===== src/rtl/uart_prog_loader.sv =====
// rtl/uart_prog_loader.sv - UART framed program image loader for instruction RAM
// Holds the CPU in reset until a checksum-valid image has been written.
module uart_prog_loader #(
  parameter int CLKS_PER_BIT = 139,
  parameter int ADDR_W       = 11,
  parameter int MAX_WORDS    = 2048,
  parameter int TIMEOUT_CLKS = 16000000
) (
  input  logic              CLK,
  input  logic              RST,
  input  logic              uart_rx,
  output logic              ram_we,
  output logic [ADDR_W-1:0] ram_addr,
  output logic [31:0]       ram_wdata,
  output logic              cpu_hold,
  output logic              done,
  output logic              err
);

  localparam int CNT_W = $clog2(CLKS_PER_BIT + 1);
  localparam int TO_W  = $clog2(TIMEOUT_CLKS + 1);
  localparam logic [CNT_W-1:0] HALF_M1 = CNT_W'(CLKS_PER_BIT / 2 - 1);
  localparam logic [CNT_W-1:0] BIT_M1  = CNT_W'(CLKS_PER_BIT - 1);
  localparam logic [TO_W-1:0]  TO_LAST = TO_W'(TIMEOUT_CLKS - 1);

  localparam logic [1:0] RX_IDLE  = 2'd0;
  localparam logic [1:0] RX_START = 2'd1;
  localparam logic [1:0] RX_DATA  = 2'd2;
  localparam logic [1:0] RX_STOP  = 2'd3;

  localparam logic [2:0] S_IDLE   = 3'd0;
  localparam logic [2:0] S_LEN_HI = 3'd1;
  localparam logic [2:0] S_LEN_LO = 3'd2;
  localparam logic [2:0] S_DATA   = 3'd3;
  localparam logic [2:0] S_CSUM   = 3'd4;
  localparam logic [2:0] S_DONE   = 3'd5;
  localparam logic [2:0] S_ERR    = 3'd6;

  logic             r_rx_s1, r_rx_s2, r_rx_s3;
  logic [1:0]       r_rx_state;
  logic [CNT_W-1:0] r_rx_cnt;
  logic [2:0]       r_rx_bit;
  logic [7:0]       r_rx_shift;
  logic             r_byte_valid;
  logic             r_frame_err;

  logic [2:0]        r_state;
  logic [15:0]       r_len;
  logic [7:0]        r_csum;
  logic [ADDR_W:0]   r_idx;
  logic [1:0]        r_bcnt;
  logic [23:0]       r_asm;
  logic [TO_W-1:0]   r_to_cnt;
  logic              r_ram_we;
  logic [ADDR_W-1:0] r_ram_addr;
  logic [31:0]       r_ram_wdata;
  logic              r_cpu_hold;
  logic              r_done;
  logic              r_err;

  logic [15:0] w_len_next;
  logic        w_active;

  assign w_len_next = {r_len[15:8], r_rx_shift};
  assign w_active   = (r_state == S_LEN_HI) || (r_state == S_LEN_LO) ||
                      (r_state == S_DATA) || (r_state == S_CSUM);

  // UART receiver: r_rx_s3 is the previous synchronised sample for edge detection.
  always_ff @(posedge CLK) begin
    r_byte_valid <= 1'b0;
    r_frame_err  <= 1'b0;
    if (RST) begin
      r_rx_s1    <= 1'b1;
      r_rx_s2    <= 1'b1;
      r_rx_s3    <= 1'b1;
      r_rx_state <= RX_IDLE;
      r_rx_cnt   <= '0;
      r_rx_bit   <= '0;
      r_rx_shift <= '0;
    end else begin
      r_rx_s1 <= uart_rx;
      r_rx_s2 <= r_rx_s1;
      r_rx_s3 <= r_rx_s2;
      case (r_rx_state)
        RX_IDLE: if (r_rx_s3 && !r_rx_s2) begin
          r_rx_state <= RX_START;
          r_rx_cnt   <= '0;
        end
        RX_START: if (r_rx_cnt == HALF_M1) begin
          r_rx_cnt   <= '0;
          r_rx_bit   <= '0;
          r_rx_state <= r_rx_s2 ? RX_IDLE : RX_DATA;
        end else r_rx_cnt <= r_rx_cnt + CNT_W'(1);
        RX_DATA: if (r_rx_cnt == BIT_M1) begin
          r_rx_cnt   <= '0;
          r_rx_shift <= {r_rx_s2, r_rx_shift[7:1]};
          r_rx_bit   <= r_rx_bit + 3'd1;
          if (r_rx_bit == 3'd7) r_rx_state <= RX_STOP;
        end else r_rx_cnt <= r_rx_cnt + CNT_W'(1);
        default: if (r_rx_cnt == BIT_M1) begin
          r_rx_cnt     <= '0;
          r_byte_valid <= r_rx_s2;
          r_frame_err  <= !r_rx_s2;
          r_rx_state   <= RX_IDLE;
        end else r_rx_cnt <= r_rx_cnt + CNT_W'(1);
      endcase
    end
  end

  always_ff @(posedge CLK) begin
    if (RST) begin
      r_state     <= S_IDLE;
      r_len       <= '0;
      r_csum      <= '0;
      r_idx       <= '0;
      r_bcnt      <= '0;
      r_asm       <= '0;
      r_to_cnt    <= '0;
      r_ram_we    <= 1'b0;
      r_ram_addr  <= '0;
      r_ram_wdata <= '0;
      r_cpu_hold  <= 1'b1;
      r_done      <= 1'b0;
      r_err       <= 1'b0;
    end else begin
      r_ram_we <= 1'b0;
      if (r_frame_err && r_state != S_IDLE) begin
        r_state <= S_ERR;
      end else begin
        case (r_state)
          S_IDLE, S_DONE: if (r_byte_valid && r_rx_shift == 8'hA5) begin
            r_err      <= 1'b0;
            r_done     <= 1'b0;
            r_cpu_hold <= 1'b1;
            r_csum     <= '0;
            r_idx      <= '0;
            r_bcnt     <= '0;
            r_state    <= S_LEN_HI;
          end
          S_LEN_HI: if (r_byte_valid) begin
            r_len[15:8] <= r_rx_shift;
            r_csum      <= r_csum ^ r_rx_shift;
            r_state     <= S_LEN_LO;
          end
          S_LEN_LO: if (r_byte_valid) begin
            r_len[7:0] <= r_rx_shift;
            r_csum     <= r_csum ^ r_rx_shift;
            if (32'(w_len_next) > MAX_WORDS) r_state <= S_ERR;
            else if (w_len_next == 16'd0)    r_state <= S_CSUM;
            else                             r_state <= S_DATA;
          end
          S_DATA: if (r_byte_valid) begin
            r_csum <= r_csum ^ r_rx_shift;
            r_bcnt <= r_bcnt + 2'd1;
            r_asm  <= {r_asm[15:0], r_rx_shift};
            if (r_bcnt == 2'd3) begin
              r_ram_we    <= 1'b1;
              r_ram_addr  <= r_idx[ADDR_W-1:0];
              r_ram_wdata <= {r_asm, r_rx_shift};
              r_idx       <= r_idx + {{ADDR_W{1'b0}}, 1'b1};
            end
          // Leave DATA only after the final strobe so ram_we stays inside DATA.
          end else if (r_ram_we && 32'(r_idx) == 32'(r_len)) begin
            r_state <= S_CSUM;
          end
          S_CSUM: if (r_byte_valid) begin
            if (r_rx_shift == r_csum) begin
              r_state    <= S_DONE;
              r_done     <= 1'b1;
              r_cpu_hold <= 1'b0;
            end else r_state <= S_ERR;
          end
          S_ERR: begin
            r_err      <= 1'b1;
            r_done     <= 1'b0;
            r_cpu_hold <= 1'b1;
            r_state    <= S_IDLE;
          end
          default: r_state <= S_IDLE;
        endcase
      end
      if (w_active && !r_byte_valid) begin
        if (r_to_cnt == TO_LAST) begin
          r_to_cnt <= '0;
          r_state  <= S_ERR;
        end else r_to_cnt <= r_to_cnt + TO_W'(1);
      end else r_to_cnt <= '0;
    end
  end

  assign ram_we    = r_ram_we;
  assign ram_addr  = r_ram_addr;
  assign ram_wdata = r_ram_wdata;
  assign cpu_hold  = r_cpu_hold;
  assign done      = r_done;
  assign err       = r_err;

endmodule


===== config.mk =====
export PLATFORM = sky130hd
export DESIGN_NAME = uart_prog_loader
export DESIGN_NICKNAME = d
export VERILOG_FILES = /design/src/rtl/uart_prog_loader.sv
export SDC_FILE = /design/constraint.sdc
export NUM_CORES = 1
export LEC_CHECK = 0
export ABC_AREA = 1
export CAP_MARGIN = 15
export CORE_UTILIZATION = 34
export DETAILED_ROUTE_END_ITERATION = 7
export PLACE_DENSITY_LB_ADDON = 0.08
export SETUP_SLACK_MARGIN = 0.02
export SYNTH_ARGS = -nofsm -noshare
export SYNTH_HDL_FRONTEND = slang
export SYNTH_SLANG_ARGS = --single-unit

===== constraint.sdc =====
create_clock -name CLK -period 1.66 [get_ports CLK]
set_clock_uncertainty 0.1 [all_clocks]
set_input_delay 0.415 -clock CLK [delete_from_list [all_inputs] [get_ports CLK]]
set_output_delay 0.415 -clock CLK [all_outputs]
set_load 0.005 [all_outputs]

== Yosys cells after proc, flatten, opt, wreduce, memory -nomap -nowiden ==
Cells that the tools add are included.
Operators by class
  $add $sub $neg: 5
  $lt $le $gt $ge: 1
  eq/ne operators: 26
  muxes and demuxes: 47
  bitwise gates (word level): 6
  reduce and logical (&&, ||, !) cells: 37
Operators by type and width (number)
  $mux 8: 5
  $mux 3: 13
  $mux 12: 3
  $pmux 8 s2: 2
  $add 24x1->24 const B: 1
  $eq 24x24->1 const B: 1
  $pmux 12 s2: 1
  $mux 2: 9
  $eq 12x16->1: 1
  $eq 8x8->1 const B: 2
  $gt 16x12->1 const B: 1
  $logic_not 16->1: 1
  $pmux 3 s5: 1
  $reduce_and 3->1: 5
  $reduce_and 5->1: 3
  $ne 2x2->1 const B: 7
  $add 12x1->12 const B: 1
  $eq 3x3->1 const B: 4
  $reduce_and 4->1: 3
  $reduce_bool 3->1: 3
  $add 8x1->8 const B: 1
  $eq 8x7->1 const B: 1
  $eq 8x8->1: 1
  $reduce_bool 2->1: 4
  25 further kinds: 48
Word-level totals
  flip-flop bits (word level): 162
  output and inout port bits: 47
  word-level logic and storage cells: 145

== Depth between registers and ports, before layout ==
  depth after elaboration: 8
  gate-level depth with buffers: 11
  mapped depth without buffers: 11

== Worst setup path after synthesis ==
No wires, ideal clock.
  kind: flip-flop to flip-flop
  start: reg r_to_cnt[0]
  end: reg r_to_cnt[21]
  setup time: 121 ps
  data arrival time: 1544 ps
  data required time: 1439 ps
  setup slack: -105 ps
  cell stages (with the launch flop): 10
  cell sequence: dfxtp_1 ha_1 nand2_1 nor2_1 nand2_1 nor2_2 nand2_1 nand3_1 buf_4 nor3_1
Between the ends
  longest elaborated chain between the ends: 2
  elaborated cells on any way between the ends: 3
  those cells by class: add/sub (1); eq/ne (1); reduce/logical (1)
Ends and longest elaborated chain
  start, declared: RTL line 53  | logic [TO_W-1:0] r_to_cnt;
  start signal, assigned: RTL line 186  | end else r_to_cnt <= r_to_cnt + TO_W'(1);
  parallel branches: the longest is 2 deep, another holds $add 24x1->24
Parallel ways; which one is timed is not known.
A chain may end at the register's enable or synchronous reset.

== Worst setup path in the final report ==
  start: reg r_state[1]
  end: reg r_ram_wdata[28] (netlist: ram_wdata[28])
Between the ends
  longest elaborated chain between the ends: 4
  elaborated cells on any way between the ends: 5
  those cells by class: eq/ne (1); bitwise (1); reduce/logical (3)
Ends and longest elaborated chain
  start, declared: RTL line 47  | logic [2:0] r_state;
  start signal, assigned: RTL line 112  | r_state <= S_IDLE;
  start signal, assigned: RTL line 128  | r_state <= S_ERR;
  start signal, assigned: RTL line 138  | r_state <= S_LEN_HI;
  $reduce_bool 3->1: RTL line 127  | if (r_frame_err && r_state != S_IDLE) begin
  $logic_and 1x1->1: RTL line 127
  $not 1->1 (no source line)
  $reduce_and 4->1 (no source line) (*)
  end signal, assigned: RTL line 159  | r_ram_wdata <= {r_asm, r_rx_shift};
  end, declared: RTL line 56  | logic [31:0] r_ram_wdata;
Mark *: on every way between the ends. The rest lies on a longest branch, timed or not.

==> metrics.md <==
| Metric | Value |
|---|---|
| Residual DRC | 0 |
| Die W | 147.8 um |
| CTS tree | done |
| H-Tree Depth | 4 |
| Final wirelength | 20540 um |
| Relative slew slack | 78.14% |
| Critical path buffers and inverters | 4 |
| Avg Cell Area, Syn | 7.172 sq um |
| Ports | 50 |
| Antenna Nets Post-Route | 0 |
| Syn. warnings | 0 |
| Reg2reg end | ram_wdata[28] |
| RSZ-0062 raised after global routing | yes |
| DR vias | 6923 |
| Grt ovf | 0 |
| Share of layout cells above drive strength 1 | 28.84% |
| Part of the Yosys area used for sequential elements | 44.86% |
| Avg WL per Cell | 14.11 um |
| Starting Density | 35.16% |
| Row count | 52 |
| Die ar. | 21850 sq um |
| Max Clk Rate | 603.9 MHz |
| Crit Path Category | flip-flop to flip-flop |
| CTS max path bufs | 2 |
| CP Data Arrival Time | 1.89 ns |
| Final Core Density | 50.00% |
| Vias in the first global route | 6563 |
| Post-route worst hold slack | 0.3208 ns |
| Worst hold stages | 1 |
| #FFs+latches synth | 162 |
| Minimum clock period | 1.656 ns |
| Layout area overhead | 42.20% |
| Worst r2r src | r_state[1] |
| Gr usage total | 18.56% |
| GPL Wtd Cong | 0.8460 |
| Hold Crit Class | flip-flop to flip-flop |
| HP Start | r_rx_s1 |
| Register clock-pin slew on the reported worst setup and hold paths | 0.07 ns |
| Final Power | 8.506 mW |
| CP Max Fanout | 8 |
| Slowest CP cell | dfxtp_4 |
| Number of antenna diodes | 0 |
| Slew Viols, Final | 0 |
| Commonest non-fill, non-tap cell in the layout | nand2_1 |
| Post-synth EDFFs | 0 |
| R2R depth | 9 |
| Die H | 147.8 um |
| CP endpoint kind | flip-flop |
| Most used cell, CP | buf_6 |
| Hold path endpoint | r_rx_s2 |
| Cell Pwr Density | 827.4 nW/um^2 |
| Leak | 4.223 nW |
| Reg2Reg Setup Slack | 0.004 ns |
| Mapped Area | 7229 sq um |
| Antenna violations before repair | 0 |
| Worst skew pair latency | 0.44 ns |
| CP cell instances | nor2_4, buf_6, a21oi_4, buf_6, nor2_8, buf_6, clkbuf_16, o21ai_1, nor2_1 |
| Number of DRC markers in iteration 0 | 317 |
| Top_reg_cell synth | dfxtp_1 |
| Pre-Repair DR Iteration Count | 5 |
| Yosys cell types | 40 |
| Post-Syn Instances | 1008 |
| Maximum Capacitance Violations | 0 |
| Crit path largest cell delay | 0.39 ns |
| Worst-Margin Slew | 0.3245 ns |
| Port Buffer Count | 49 |
| Critical path startpoint category | flip-flop |
| Syn nets | 1019 |
| Root Driver | clkbuf_16 |
| HPWL Detailed | 13610 um |
| Status | completed |
| Worst endpoint required time | 1.89 ns |
| Delay-heaviest family, CP | buffers and inverters |
| Post-synth ARST share | 0% |
| Clock tree sinks | 162 |
| Setup violators final | 0 |
| Final hold vios | 0 |
| First-pass GRT wire length | 32480 um |
| Worst vdd ir | 638.2 uV |
| Placeable core region | 20560 sq um |
| Most frequent cells in the layout | nand2_1 (189), dfxtp_1 (123), nor2_1 (120), buf_4 (103), inv_1 (88) |
| # nets final | 1184 |
| Vias per inst | 4.755 |
| CTS Buf Count | 17 |
| Tcrit/Tclk final | 99.76% |
| Pin count of the biggest net entering global routing | 43 |
worst max-delay path by stage:
stage	from	depth (start not counted)	end
final	r_state[1]	9	ram_wdata[28]
after global routing	r_state[1]	8	ram_wdata[19]
after CTS	r_state[1]	9	r_csum[2]
after detailed placement	r_state[0]	8	r_idx[2]
after global placement	r_byte_valid	7	r_asm[0]
after floorplan	r_to_cnt[0]	9	r_to_cnt[21]
cell usage after synthesis (all sizes together), types with 4 or more instances:
master	number	area share [%]
nor3b	4	0.42
nor3	26	2.0
xnor2	5	0.61
inv	108	5.6
nand4	16	1.4
o21ai	88	6.1
nand2	209	11
nor2	145	8.0
dfxtp	162	45
ha	8	1.4
clkbuf	16	0.83
xor2	14	1.7
buf	23	1.7
a21oi	101	7.4
a211oi	11	1.4
or2	6	0.52
nand3	53	4.0
worst reg2reg max path, stage by stage (launching register included):
cell       delay (ns)
dfxtp_4          0.39
nor2_4           0.06
buf_6            0.11
a21oi_4          0.23
buf_6            0.15
nor2_8           0.05
buf_6            0.14
clkbuf_16        0.16
o21ai_1          0.12
nor2_1           0.05
power breakdown:
part           leakage [nW]  switching (mW)  total (mW)  internal, mW
registers              1.33          0.0347        3.95          3.92
clock network         0.296            1.94        3.98          2.05
logic                  2.60           0.306       0.568         0.262
logic make-up after synthesis:
family	after synthesis	share of synthesized area, %
simple gates	463	27.60
compound gates	207	15.49
flops	162	44.86
buf+inv	148	8.221
xor+xnor	19	2.302
fa+ha+maj	8	1.385
mux	1	0.1385
sequential cells by signal, indices dropped and copies added, names as in the netlist, 2 cells and up:
signal      flops
r_to_cnt       24
r_len          16
r_rx_bit        3
r_asm          24
r_bcnt          2
r_state         3
r_csum          8
r_idx          12
ram_wdata      32
r_rx_cnt        8
ram_addr       11
r_rx_shift      8
r_rx_state      2
stage by stage:
stage          worst slack, ns  area [sq um]  cells  TNS (ns)
6_report              0.004026         10280   1456         0
5_1_grt               -0.09591         10280   1456    -1.980
4_1_cts                0.01447          9542   1431         0
3_5_place_dp           -0.1214          8768   1393    -2.589
3_3_place_gp          -0.09263          8768   1393    -2.427
2_1_floorplan          0.02230          7242   1008         0
per-layer routing:
metal  wire length (um)  GRT usage [%]  vias to the layer above
li1                   -              -                     3623
met1              10120          24.41                     3185
met2               9590          30.28                       93
met3                548          3.827                       22
met4                287          6.082                        0
met5                  0              0                        -
repair_timing:
action | in CTS | in global routing
endpoints found under the setup margin | 155 | 145
resized for setup | 105 | 173
hold buffers | 0 | 0
cloned | 0 | 9
pin swaps | 7 | 28
endpoints found under the hold margin | 0 | 0
setup buffers | 6 | 16
area by class of cell:
cell class	instances	area (sq um)
Sequential cell	162	3299
Multi-Input combinational cell	700	3916
Timing Repair Buffer	183	1685
Fill cell	2079	10280
Clock inverter	15	186.4
Clock buffer	17	425.4
Inverter	109	429.2
Tap cell	270	337.8
Power figures use the tool's default switching activity.
